`config.mk`:
```
export PLATFORM = sky130hd
export DESIGN_NAME = rsa_stream_wrapper
export DESIGN_NICKNAME = d
export VERILOG_FILES = /design/src/rtl/rsa_pkg.sv /design/src/rtl/rsa_byte_shifter.sv /design/src/rtl/rsa_stream_wrapper.sv
export SDC_FILE = /design/constraint.sdc
export NUM_CORES = 2
export LEC_CHECK = 0
export ABC_AREA = 1
export CAP_MARGIN = 20
export CORE_AREA = 2 2 411 413
export DETAILED_ROUTE_END_ITERATION = 8
export DIE_AREA = 0 0 413 415
export SLEW_MARGIN = 20
export SYNTH_ARGS = -nofsm -noshare
export SYNTH_HDL_FRONTEND = slang
export SYNTH_SLANG_ARGS = --single-unit
```
`constraint.sdc`:
```
create_clock -name i_clk -period 50.4 [get_ports i_clk]
set_clock_uncertainty 0.15 [all_clocks]
set_input_delay 10.08 -clock i_clk [delete_from_list [all_inputs] [get_ports i_clk]]
set_output_delay 10.08 -clock i_clk [all_outputs]
set_load 0.02 [all_outputs]
```
`src/rtl/rsa_pkg.sv`:
```
// ============================================================================
// Module   : rsa_pkg
// Brief    : Shared widths and FSM state encoding for the RSA-256 stream path.
// Revision : 1.0
// ============================================================================
`default_nettype none

package rsa_pkg;

    localparam int RSA_WIDTH = 256;
    localparam int RSA_BYTES = RSA_WIDTH / 8;

    typedef enum logic [2:0] {
        S_GET_KEY  = 3'd0,
        S_GET_DATA = 3'd1,
        S_START    = 3'd2,
        S_WAIT     = 3'd3,
        S_SEND     = 3'd4
    } state_t;

endpackage

`default_nettype wire

```
`src/rtl/rsa_byte_shifter.sv`:
```
// ============================================================================
// Module   : rsa_byte_shifter
// Brief    : Operand register with parallel load, byte shift-in at the low end
//            and a byte tap at the top of the low TAP_BYTES bytes.
// Revision : 1.0
// ============================================================================
`default_nettype none

module rsa_byte_shifter #(
    parameter int WIDTH     = 256,
    parameter int TAP_BYTES = WIDTH / 8
) (
    input  logic             i_clk,
    input  logic             i_rst,
    input  logic             i_load,
    input  logic [WIDTH-1:0] i_load_data,
    input  logic             i_shift,
    input  logic [7:0]       i_byte,
    output logic [WIDTH-1:0] o_q,
    output logic [7:0]       o_tap
);

    logic [WIDTH-1:0] data_q;

    // Load has priority; a shift with a zero byte doubles as shift-out.
    always_ff @(posedge i_clk or posedge i_rst) begin
        if (i_rst) begin
            data_q <= '0;
        end else if (i_load) begin
            data_q <= i_load_data;
        end else if (i_shift) begin
            data_q <= {data_q[WIDTH-9:0], i_byte};
        end
    end

    assign o_q   = data_q;
    assign o_tap = data_q[TAP_BYTES*8-1 -: 8];

endmodule

`default_nettype wire

```
`src/rtl/rsa_stream_wrapper.sv`:
```
// ============================================================================
// Module   : rsa_stream_wrapper
// Brief    : Byte-stream front end for the RSA core: loads key and ciphertext,
//            starts the core, and streams the result back out as bytes.
// Revision : 1.0
// ============================================================================
`default_nettype none

module rsa_stream_wrapper
    import rsa_pkg::*;
#(
    parameter int WIDTH     = RSA_WIDTH,
    parameter int OUT_BYTES = 31
) (
    input  logic             i_clk,
    input  logic             i_rst,
    input  logic [7:0]       i_rx_data,
    input  logic             i_rx_valid,
    output logic             o_rx_ready,
    input  logic             i_key_reload,
    output logic [7:0]       o_tx_data,
    output logic             o_tx_valid,
    input  logic             i_tx_ready,
    output logic             o_core_start,
    output logic [WIDTH-1:0] o_core_a,
    output logic [WIDTH-1:0] o_core_d,
    output logic [WIDTH-1:0] o_core_n,
    input  logic [WIDTH-1:0] i_core_result,
    input  logic             i_core_finished
);

    localparam int              c_BYTES    = WIDTH / 8;
    localparam int              c_CW       = $clog2(2 * c_BYTES + 1);
    localparam logic [c_CW-1:0] c_N_LAST   = c_CW'(c_BYTES - 1);
    localparam logic [c_CW-1:0] c_D_LAST   = c_CW'(2 * c_BYTES - 1);
    localparam logic [c_CW-1:0] c_OUT_LAST = c_CW'(OUT_BYTES - 1);

    state_t          state_q, state_d;
    logic [c_CW-1:0] cnt_q, cnt_d;
    logic            rx_ready_q, tx_valid_q, start_q;

    logic w_rx_fire, w_tx_fire, w_reload;
    logic w_shift_n, w_shift_d, w_shift_a, w_load_res, w_shift_res;

    logic [WIDTH-1:0] unused_res;
    logic [7:0]       unused_tap_n, unused_tap_d, unused_tap_a;

    assign w_rx_fire = i_rx_valid && rx_ready_q;
    assign w_tx_fire = tx_valid_q && i_tx_ready;
    assign w_reload  = (state_q == S_GET_DATA) && (cnt_q == '0) && i_key_reload;

    // A byte arriving with the reload pulse is the first byte of the new n.
    assign w_shift_n   = w_rx_fire && (((state_q == S_GET_KEY) && (cnt_q <= c_N_LAST)) || w_reload);
    assign w_shift_d   = w_rx_fire && (state_q == S_GET_KEY) && (cnt_q > c_N_LAST);
    assign w_shift_a   = w_rx_fire && (state_q == S_GET_DATA) && !w_reload;
    assign w_load_res  = (state_q == S_WAIT) && i_core_finished;
    assign w_shift_res = (state_q == S_SEND) && w_tx_fire;

    always_comb begin
        state_d = state_q;
        cnt_d   = cnt_q;
        case (state_q)
            S_GET_KEY: begin
                if (w_rx_fire) begin
                    if (cnt_q == c_D_LAST) begin
                        state_d = S_GET_DATA;
                        cnt_d   = '0;
                    end else begin
                        cnt_d = cnt_q + c_CW'(1);
                    end
                end
            end
            S_GET_DATA: begin
                if (w_reload) begin
                    state_d = S_GET_KEY;
                    cnt_d   = w_rx_fire ? c_CW'(1) : '0;
                end else if (w_rx_fire) begin
                    if (cnt_q == c_N_LAST) begin
                        state_d = S_START;
                        cnt_d   = '0;
                    end else begin
                        cnt_d = cnt_q + c_CW'(1);
                    end
                end
            end
            S_START: begin
                state_d = S_WAIT;
            end
            S_WAIT: begin
                if (i_core_finished) begin
                    state_d = S_SEND;
                end
            end
            S_SEND: begin
                if (w_tx_fire) begin
                    if (cnt_q == c_OUT_LAST) begin
                        state_d = S_GET_DATA;
                        cnt_d   = '0;
                    end else begin
                        cnt_d = cnt_q + c_CW'(1);
                    end
                end
            end
            default: begin
                state_d = S_GET_KEY;
                cnt_d   = '0;
            end
        endcase
    end

    // Outputs are registered from the next state so they line up with state_q.
    always_ff @(posedge i_clk or posedge i_rst) begin
        if (i_rst) begin
            state_q    <= S_GET_KEY;
            cnt_q      <= '0;
            rx_ready_q <= 1'b0;
            tx_valid_q <= 1'b0;
            start_q    <= 1'b0;
        end else begin
            state_q    <= state_d;
            cnt_q      <= cnt_d;
            rx_ready_q <= (state_d == S_GET_KEY) || (state_d == S_GET_DATA);
            tx_valid_q <= (state_d == S_SEND);
            start_q    <= (state_d == S_START);
        end
    end

    rsa_byte_shifter #(.WIDTH(WIDTH), .TAP_BYTES(c_BYTES)) u_reg_n (
        .i_clk(i_clk), .i_rst(i_rst), .i_load(1'b0), .i_load_data('0),
        .i_shift(w_shift_n), .i_byte(i_rx_data), .o_q(o_core_n), .o_tap(unused_tap_n)
    );

    rsa_byte_shifter #(.WIDTH(WIDTH), .TAP_BYTES(c_BYTES)) u_reg_d (
        .i_clk(i_clk), .i_rst(i_rst), .i_load(1'b0), .i_load_data('0),
        .i_shift(w_shift_d), .i_byte(i_rx_data), .o_q(o_core_d), .o_tap(unused_tap_d)
    );

    rsa_byte_shifter #(.WIDTH(WIDTH), .TAP_BYTES(c_BYTES)) u_reg_a (
        .i_clk(i_clk), .i_rst(i_rst), .i_load(1'b0), .i_load_data('0),
        .i_shift(w_shift_a), .i_byte(i_rx_data), .o_q(o_core_a), .o_tap(unused_tap_a)
    );

    rsa_byte_shifter #(.WIDTH(WIDTH), .TAP_BYTES(OUT_BYTES)) u_reg_res (
        .i_clk(i_clk), .i_rst(i_rst), .i_load(w_load_res), .i_load_data(i_core_result),
        .i_shift(w_shift_res), .i_byte(8'h00), .o_q(unused_res), .o_tap(o_tx_data)
    );

    assign o_rx_ready   = rx_ready_q;
    assign o_tx_valid   = tx_valid_q;
    assign o_core_start = start_q;

endmodule

`default_nettype wire

```
==> metrics.txt <==
drt pass-1 iters=6; first-pass GRT wire length=220000 um; CTS tree=done; FMAX=0.0717 GHz; I/O Pins=1049; maximum VDD drop=0.0297 mV; syn_area_per_cell=between 9 and 10 sq um; Root Buffer=clkbuf_16; largest net degree at the start of global routing=266; Reg power frac=47.1%; Area after DPL=53200 sq um; slowest stage delay, CP=0.83 ns; Reg2Reg Depth=10; Clock Latency Late Sink=0.75 ns; post-route cell area=57100 sq um; Setup CP Type=primary input to async pin; outcome=complete, no violations; Worst Max-Slew Pin Slew=1.08 ns; commonest non-fill, non-tap cell in the layout=clkdlybuf4s50_1; area of the mapped netlist=~41000 sq um; WP data arrival=14.56 ns; Setup TNS=0 ns; hold slack final=0.322 ns; DR vias=34100; WL/cell=19.9 um; Sw Pwr=~0.41 mW; Sw Ratio=22.9%; antenna violations before repair=28; core area=167000 sq um; RSZ-0062 raised after global routing=no; final worst path period need=13.94 ns; number of I/O port buffers=1040; RePlAce Congestion=0.895; clock-pin transition on the worst setup and hold timing paths=roughly 0.060 ns; Max clock buf depth=3; Internal=1.39 mW; DRC viols=0; vias per cell=roughly 4.4; CP Cell Sequence=clkdlybuf4s50_1 > inv_8 > buf_4 > buf_4 > buf_4 > buf_4; Max-Cap Viols=0; post-CTS setup buffer count=0; gr ovfl total=0; vias in the first global route=32600; CP delay by family, top=buffers and inverters; Crit path depth=6; row count=150; final setup violation count=0; crit path max fanout=109; cell repeated most along the worst path=buf_4; Critical Path Sink Type=async pin; First DRT Iteration DRCs=3109; post_cts resized=0; Nets=5653; Total GRT Usage=between 15 and 20%; Logic pwr share=between 4 and 5%; Die W=413 um; layout cells sized above 1=4.21%; Detailed Route WL=153000 um; number of library cell types mapped by synthesis=25; Syn Nets=4766; clock sinks=1029; synth warn=0; dpl ws=35.49 ns; # hold bufs at CTS=0; antenna-violating nets left=0; Detailed Place HPWL=about 110000 um; power per cell area=31.5 nW/um^2; period utilisation layout=between 20 and 30%; P&R area growth vs syn=39.4%; die height=415 um; Post-Synthesis Cells=4493; Bufs and invs on worst path=6; Clock power frac=48.4%; Num CTS Buffers=117; Slew Viols, Final=0; Fin. Hold Viols=0; sequential-to-total area share from yosys stat=between 60% and 70%; Min-Delay Path Depth=2; H-tree depth=3; HP Class=register to register; fin worst setup slack=approximately 36 ns; crit start category=primary input; commonest non-fill, non-tap cells in the layout=1040 x clkdlybuf4s50_1, 1029 x dfrtp_1, 896 x o21ai_0; CP required=51.01 ns; slowest CP cell=buf_4; die area=171000 sq um; LEAKAGE=27.3 nW; Max-Slew Margin vs Limit=27.9%; Initial Util=24.6%; flops & latches, synth=1029
==> state kept, by name, summed over array words and instances, names as in the netlist <==
signal,count
state_q,3
o_core_start,1
cnt_q,7
u_reg_d.o_q,256
u_reg_n.o_q,256
o_tx_valid,1
u_reg_res.o_q,248
o_rx_ready,1
u_reg_a.o_q,256
==> synth_stat cells, drive strengths merged <==
| cell type | number | share of area [%] |
|---|---|---|
| o211ai | 2 | 0.037 |
| xor2 | 2 | 0.043 |
| o21a | 1 | 0.018 |
| nor3 | 2 | 0.052 |
| inv | 512 | 4.7 |
| nand4 | 3 | 0.046 |
| dfrtp | 1029 | 63 |
| clkbuf | 152 | 1.4 |
| nand2 | 848 | 7.8 |
| ha | 3 | 0.092 |
| nand3 | 278 | 3.4 |
| buf | 156 | 2.0 |
| nor2 | 271 | 2.5 |
| nor4 | 1 | 0.052 |
| o21ai | 984 | 12 |
| a21oi | 249 | 3.0 |
==> path summary, 6_finish.rpt <==
check	start	endpoint	slack (ns)
setup / recovery	i_rst	u_reg_n.o_q[125]	36.46
hold / removal	u_reg_n.o_q[183]	u_reg_n.o_q[191]	0.32
setup reg to reg	state_q[2]	u_reg_res.o_q[126]	45.73
hold reg to reg	u_reg_n.o_q[183]	u_reg_n.o_q[191]	0.32
max in group i_clk	i_core_finished	u_reg_res.o_q[126]	36.63
min in group asynchronous	i_rst	u_reg_a.o_q[237]	9.72
==> power groups by stage <==
stage	Sequential (mW)	Combinational, mW	Clock [mW]
6_report	0.849	0.0808	0.872
5_1_grt	0.850	0.0917	0.931
4_1_cts	0.849	0.0834	0.898
3_5_place_dp	0.864	0.0826	0
3_3_place_gp	0.863	0.0821	0
2_1_floorplan	0.864	0.0423	0
==> through the flow <==
step	util, %	total power [mW]	std cells
2_1_floorplan	-	0.906	4493
3_3_place_gp	31.9	0.945	7465
3_5_place_dp	31.9	0.946	7465
4_1_cts	34.3	1.83	7673
5_1_grt	34.3	1.87	7680
6_report	34.3	1.80	7685
==> tightest hold or removal path: cells and delay by family (launching register included) <==
| family | cells | cell delay (ns) |
|---|---|---|
| flip-flops | 1 | 0.36 |
| AND/OR/NAND/NOR | 2 | 0.11 |
==> area by class of cell <==
type	count	area [sq um]
repair buffers	1076	10700
clock buffers	176	3440
diodes	12	30.0
multi-input cells	2644	12000
fillers	17000	110000
inverters	512	1930
flip-flops and latches	1029	25700
well taps	2204	2760
clock inverters	32	488
==> metal layers <==
metal | GRT usage [%] | share of wire, % | vias up
met3 | 6.78 | 9.4 | 253
met2 | 27.6 | 48 | 1074
met1 | 20.2 | 39 | 16600
met4 | 7.48 | 3.9 | 18
met5 | 0 | 0.084 | -
li1 | - | - | 16200
==> kinds of logic after synthesis <==
family          Yosys count  share of synthesized area (%)
compound gates         1236                           15.1
xor+xnor                  2                         0.0427
fa+ha+maj                 3                         0.0916
buf+inv                 820                           8.09
flops                  1029                           62.8
simple gates           1403                           13.8
No activity file was read; power rests on OpenSTA's default activity.
